===== src/rtl/fios_result_collector_if.sv =====
// fios_result_collector_if
//   Handshake and result bundle between the end of a FIOS DSP cascade and the
//   top level. The master modport belongs to whoever drives the partial words
//   (the cascade or a bench). The slave modport belongs to the collector.
//   start_i    : begin a new collection
//   P_i        : partial word from the cascade, least-significant word first
//   P_valid_i  : P_i is valid this cycle
//   busy_o     : collecting
//   done_o     : one-cycle strobe, result_o complete
//   overflow_o : nonzero carry left after the last limb
//   result_o   : packed limbs, limb k at [WORD_WIDTH*k +: WORD_WIDTH]
interface fios_result_collector_if #(
    parameter int WORD_WIDTH = 17,
    parameter int WORD_COUNT = 8,
    parameter int P_WIDTH    = 34
);
    logic                             start_i;
    logic [P_WIDTH-1:0]               P_i;
    logic                             P_valid_i;
    logic                             busy_o;
    logic                             done_o;
    logic                             overflow_o;
    logic [WORD_COUNT*WORD_WIDTH-1:0] result_o;

    modport master (
        output start_i, P_i, P_valid_i,
        input  busy_o, done_o, overflow_o, result_o
    );

    modport slave (
        input  start_i, P_i, P_valid_i,
        output busy_o, done_o, overflow_o, result_o
    );
endinterface


===== src/rtl/fios_result_collector.sv =====
// fios_result_collector
//   Reads the partial-word stream leaving the last DSP of a FIOS cascade. It
//   propagates the inter-word carry (word >> WORD_WIDTH) and rebuilds the final
//   product as packed WORD_WIDTH-bit limbs.
//   clock_i : system clock, rising edge
//   reset_i : synchronous, active-high reset
//   bus     : slave side of fios_result_collector_if (start / P / valid in,
//             busy / done / overflow / result out, all outputs registered)
module fios_result_collector #(
    parameter int WORD_WIDTH = 17,
    parameter int WORD_COUNT = 8,
    parameter int P_WIDTH    = 34
) (
    input  logic                   clock_i,
    input  logic                   reset_i,
    fios_result_collector_if.slave bus
);
    localparam int SUM_W   = P_WIDTH + 1;
    localparam int CARRY_W = SUM_W - WORD_WIDTH;
    localparam int RES_W   = WORD_COUNT * WORD_WIDTH;
    localparam int IDX_W   = (WORD_COUNT > 1) ? $clog2(WORD_COUNT) : 1;
    localparam logic [IDX_W-1:0] LAST_IDX = IDX_W'(WORD_COUNT - 1);

    typedef enum logic [1:0] {IDLE, COLLECT, DONE} state_t;

    state_t             state_q, state_d;
    logic [CARRY_W-1:0] carry_q, carry_d;
    logic [IDX_W-1:0]   index_q, index_d;
    logic [RES_W-1:0]   result_q, result_d;
    logic               overflow_q, overflow_d;
    logic               busy_q, done_q;
    logic [SUM_W-1:0]   sum;

    always_ff @(posedge clock_i) begin
        if (reset_i) begin
            state_q    <= IDLE;
            carry_q    <= '0;
            index_q    <= '0;
            result_q   <= '0;
            overflow_q <= 1'b0;
            busy_q     <= 1'b0;
            done_q     <= 1'b0;
        end else begin
            state_q    <= state_d;
            carry_q    <= carry_d;
            index_q    <= index_d;
            result_q   <= result_d;
            overflow_q <= overflow_d;
            // Status flags are decoded from the next state so that they line
            // up with the state they describe and remain pure flops.
            busy_q     <= (state_d == COLLECT);
            done_q     <= (state_d == DONE);
        end
    end

    always_comb begin
        state_d    = state_q;
        carry_d    = carry_q;
        index_d    = index_q;
        result_d   = result_q;
        overflow_d = overflow_q;
        sum        = {1'b0, bus.P_i} + SUM_W'(carry_q);

        case (state_q)
            IDLE: begin
                // P_valid_i is deliberately not looked at here, even with start_i.
                if (bus.start_i) begin
                    carry_d    = '0;
                    index_d    = '0;
                    result_d   = '0;
                    overflow_d = 1'b0;
                    state_d    = COLLECT;
                end
            end
            COLLECT: begin
                if (bus.P_valid_i) begin
                    result_d[index_q*WORD_WIDTH +: WORD_WIDTH] = sum[WORD_WIDTH-1:0];
                    carry_d = sum[SUM_W-1:WORD_WIDTH];
                    if (index_q == LAST_IDX) begin
                        // Index parks on the last limb, so it never wraps.
                        overflow_d = |sum[SUM_W-1:WORD_WIDTH];
                        state_d    = DONE;
                    end else begin
                        index_d = index_q + 1'b1;
                    end
                end
            end
            DONE:    state_d = IDLE;
            default: state_d = IDLE;
        endcase
    end

    assign bus.busy_o     = busy_q;
    assign bus.done_o     = done_q;
    assign bus.overflow_o = overflow_q;
    assign bus.result_o   = result_q;
endmodule


===== src/flat_wrapper.sv =====
// flat-port wrapper written by rule: the top's interface ports become plain ports
module fios_result_collector_flat 
#(
    parameter int WORD_WIDTH = 17,
    parameter int WORD_COUNT = 8,
    parameter int P_WIDTH    = 34
)
  (clock_i, reset_i, bus_start_i, bus_P_i, bus_P_valid_i, bus_busy_o, bus_done_o, bus_overflow_o, bus_result_o);
  fios_result_collector_if #(.WORD_WIDTH(WORD_WIDTH), .WORD_COUNT(WORD_COUNT), .P_WIDTH(P_WIDTH)) bus_i ();
  input  logic clock_i;
  input  logic reset_i;
  input wire logic [$bits(bus_i.start_i)-1:0] bus_start_i;
  input wire logic [$bits(bus_i.P_i)-1:0] bus_P_i;
  input wire logic [$bits(bus_i.P_valid_i)-1:0] bus_P_valid_i;
  output wire logic [$bits(bus_i.busy_o)-1:0] bus_busy_o;
  output wire logic [$bits(bus_i.done_o)-1:0] bus_done_o;
  output wire logic [$bits(bus_i.overflow_o)-1:0] bus_overflow_o;
  output wire logic [$bits(bus_i.result_o)-1:0] bus_result_o;
  assign bus_i.start_i = bus_start_i;
  assign bus_i.P_i = bus_P_i;
  assign bus_i.P_valid_i = bus_P_valid_i;
  assign bus_busy_o = bus_i.busy_o;
  assign bus_done_o = bus_i.done_o;
  assign bus_overflow_o = bus_i.overflow_o;
  assign bus_result_o = bus_i.result_o;
  fios_result_collector #(.WORD_WIDTH(WORD_WIDTH), .WORD_COUNT(WORD_COUNT), .P_WIDTH(P_WIDTH)) u_core (.clock_i(clock_i), .reset_i(reset_i), .bus(bus_i));
endmodule

===== config.mk =====
export PLATFORM = sky130hd
export DESIGN_NAME = fios_result_collector_flat
export DESIGN_NICKNAME = d
export VERILOG_FILES = /design/src/rtl/fios_result_collector_if.sv /design/src/rtl/fios_result_collector.sv /design/src/flat_wrapper.sv
export SDC_FILE = /design/constraint.sdc
export NUM_CORES = 1
export LEC_CHECK = 0
export BUFFER_PORTS_ARGS = -buffer_cell sky130_fd_sc_hd__buf_2
export CORE_MARGIN = 4
export CORE_UTILIZATION = 30
export DETAILED_ROUTE_END_ITERATION = 6
export SYNTH_ARGS = -nofsm -noshare
export SYNTH_HDL_FRONTEND = slang
export SYNTH_SLANG_ARGS = --single-unit

===== constraint.sdc =====
create_clock -name clock_i -period 8.64 [get_ports clock_i]
set_input_delay 0.432 -clock clock_i [delete_from_list [all_inputs] [get_ports clock_i]]
set_output_delay 0.432 -clock clock_i [all_outputs]
set_load 0.03 [all_outputs]

==> flow_metrics.env <==
export IMPL_status="finished, final reports clean"
export IMPL_wl_per_cell_um=19.18
export IMPL_dieArea_sq_um=25860
export IMPL_finalCritPeriodShare_pct=38.26
export IMPL_start_kind="flip-flop"
export IMPL_syn_inst=791
export IMPL_totalWireLength_mm=24.73
export IMPL_first_pass_iters=5
export IMPL_ys_async_sr_fraction_pct=0
export IMPL_cts_root_buf="clkbuf_16"
export IMPL_ios=177
export IMPL_synth_seq_cells=162
export IMPL_syn_to_final_growth_pct=26.95
export IMPL_die_w_um=160.8
export IMPL_synth_top_area_cell="dfxtp_1"
export IMPL_synth_top_area_share_pct=46.29
export IMPL_setup_viol=0
export IMPL_grt_pass1_vias=6392
export IMPL_initial_core_util_pct=30.76
export IMPL_avgSynthCellArea_sq_um=8.858
export IMPL_ys_flop_type="dfxtp_1"
export IMPL_tns_ps=0
export IMPL_gp_congestion=0.8466
export IMPL_ant_nets=0
export IMPL_relSlewSlack_pct=21.94
export IMPL_drt_iter0_markers=536
export IMPL_drive_above_1_share_pct=25.31
export IMPL_finalHoldViolCount=0
export IMPL_overflow=0
export IMPL_drc=0
export IMPL_maxCapViolations=0
export IMPL_p_leak_uw=0.003863
export IMPL_diodes=0
export IMPL_grt_pass1_wl_mm=38.27
export IMPL_ctsHoldBuffers=0
export IMPL_fin_skew_ps=15.02
export IMPL_chipHeight_um=160.8
export IMPL_h_tree_depth=4
export IMPL_synth_area_leaders="dfxtp_1, a22oi_1, nor2_1"
export IMPL_grt_max_degree=88
export IMPL_core_sq_um=22780
export IMPL_cp_max_fo=12
export IMPL_grt_usage_pct=18.95
export IMPL_power_density_nw_per_um2=195.5
export IMPL_synth_warnings=0
export IMPL_clock_sinks=162
export IMPL_report_final_slew_viol_count=0
export IMPL_crit_arrival_ps=3610
export IMPL_cts_max_path_buffers=2
export IMPL_cts_tree="yes"
export IMPL_insertion_delay_ps=430
export IMPL_peakVddDrop_v=0.0001080
export IMPL_layout_nets=1025
export IMPL_clk_pin_slew_ps=70
export IMPL_hold_class="in2reg"
export IMPL_dpl_hpwl_mm=17.01
export IMPL_drt_vias_per_instance=5.128
export IMPL_cp_slowest_cell="a211oi_2"
export IMPL_synth_distinct_cells=53
export IMPL_antenna_found_initial=0
export IMPL_cpPeakStageDelay_ps=640
export IMPL_critical_path_class="reg2reg"
export IMPL_synthesis_nets=853
export IMPL_crit_required_ps=8940
export IMPL_timing_fmax_mhz=302.5
export IMPL_layout_common_cells="nor2_1, buf_2, dfxtp_1"
export IMPL_cp_end_kind="flip-flop"
export IMPL_rows=55
export IMPL_syn_area_sq_um=7007
export IMPL_final_common_cell="nor2_1"
export IMPL_seq_area_frac_synth_pct=46.29
export IMPL_via_count=6610
export IMPL_tightest_slew_ps=1167
export IMPL_post_route_util_pct=39.05
export IMPL_cts_resized=0
export IMPL_cts_setup_buffers=0
export IMPL_synth_edf_count=0
export IMPL_cts_buffers_inserted=17
export IMPL_grt_setup_unrepaired="no"
export IMPL_io_buffer_count=176
export IMPL_finalCriticalPeriod_ps=3306
export IMPL_crit_chain="ha_1 > inv_1 > fa_1 > nor2b_4 > o2111ai_1 > a21oi_2 > a2111oi_4 > a211oi_2 > o21ai_0 > a2111oi_2 > nor4b_2 > a31oi_1"
## power by group
part,internal [uW],switching (uW),total [uW]
Combinational,54.6,143,198
Clock,431,353,784
Sequential,753,5.07,758
Total,1240,501,1740
## final timing paths
check                    startpoint                    end  slack (ps)  depth (start not counted)
setup reg to reg  u_core.carry_q[0]  u_core.bus.overflow_o        5330                         12
hold / removal          bus_P_i[23]      u_core.carry_q[6]         390                          4
setup / recovery  u_core.carry_q[0]  u_core.bus.overflow_o        5330                         12
hold reg to reg   u_core.carry_q[6]      u_core.carry_q[6]         470                          2
## Yosys cell counts (3+ instances only)
library cell and instances:
nor2_1 193, dfxtp_1 162, a22oi_1 147, clkbuf_1 42, nand2_1 34, xnor2_1 25, ha_1 23, a21oi_1 21
a21o_1 12, inv_1 12, nand3_1 10, o21ai_1 10, xor2_1 9, a32oi_1 7, nor3_1 7, a211oi_1 5
a31oi_1 5, and2_1 5, and3_1 5, nor3b_1 4, o21ai_0 4, a211o_1 3, nand4_1 3, o211ai_1 3
or2_2 3, or3_1 3
## state kept, by name (all words and copies together) (netlist names)
signal	count
u_core.bus.overflow_o	1
u_core.bus.done_o	1
u_core.bus.result_o	136
u_core.carry_q	18
u_core.index_q	3
u_core.state_q	2
u_core.bus.busy_o	1
## logic make-up after synthesis
| group | count (synthesis) | share of synthesized area (%) |
|---|---|---|
| buffers and inverters | 58 | 3.268 |
| AOI/OAI and AO/OA | 234 | 24.68 |
| adders and majority gates | 24 | 4.393 |
| xor gates and xnor gates | 34 | 4.250 |
| DFF | 162 | 46.29 |
| and+or+nand+nor | 279 | 17.12 |
## area by class of cell
cell class                 instances  area, sq um
timing repair buffer             199         1056
sequential                       162         3243
clock inverter                    13        160.2
multi-input combinational        571         3546
clock buffer                      19        452.9
inverter                          12        45.04
tap                              313        391.6
fill                            2344        13880
## worst max-delay path: cells and delay by family (launching register included)
family	cells	cell delay [ps]
flops	1	340
fa+ha+maj	2	600
compound gates	7	1830
simple gates	2	370
buf+inv	1	50
## metrics by stage
| stage | instance area (sq um) | setup WS (ps) | hold WS, ps | std cells | power [uW] |
|---|---|---|---|---|---|
| 4_1_cts | 8895 | 5369 | 371.8 | 1289 | 1754 |
| 2_1_floorplan | 7007 | 5676 | 435.6 | 791 | 885.0 |
| 6_report | 8895 | 5334 | 386.8 | 1289 | 1739 |
| 5_1_grt | 8895 | 5073 | 407.3 | 1289 | 1807 |
| 3_5_place_dp | 8282 | 5192 | 456.6 | 1257 | 970.6 |
| 3_3_place_gp | 8282 | 5228 | 455.3 | 1257 | 970.5 |
## per-layer routing
metal	vias up	track usage [%]	part of all wire, %
met1	3176	26.24	47
met3	29	4.773	5.9
met4	0	6.553	2.4
met2	195	28.80	45
li1	3210	-	-
met5	-	0	0
Power figures use the tool's default switching activity.
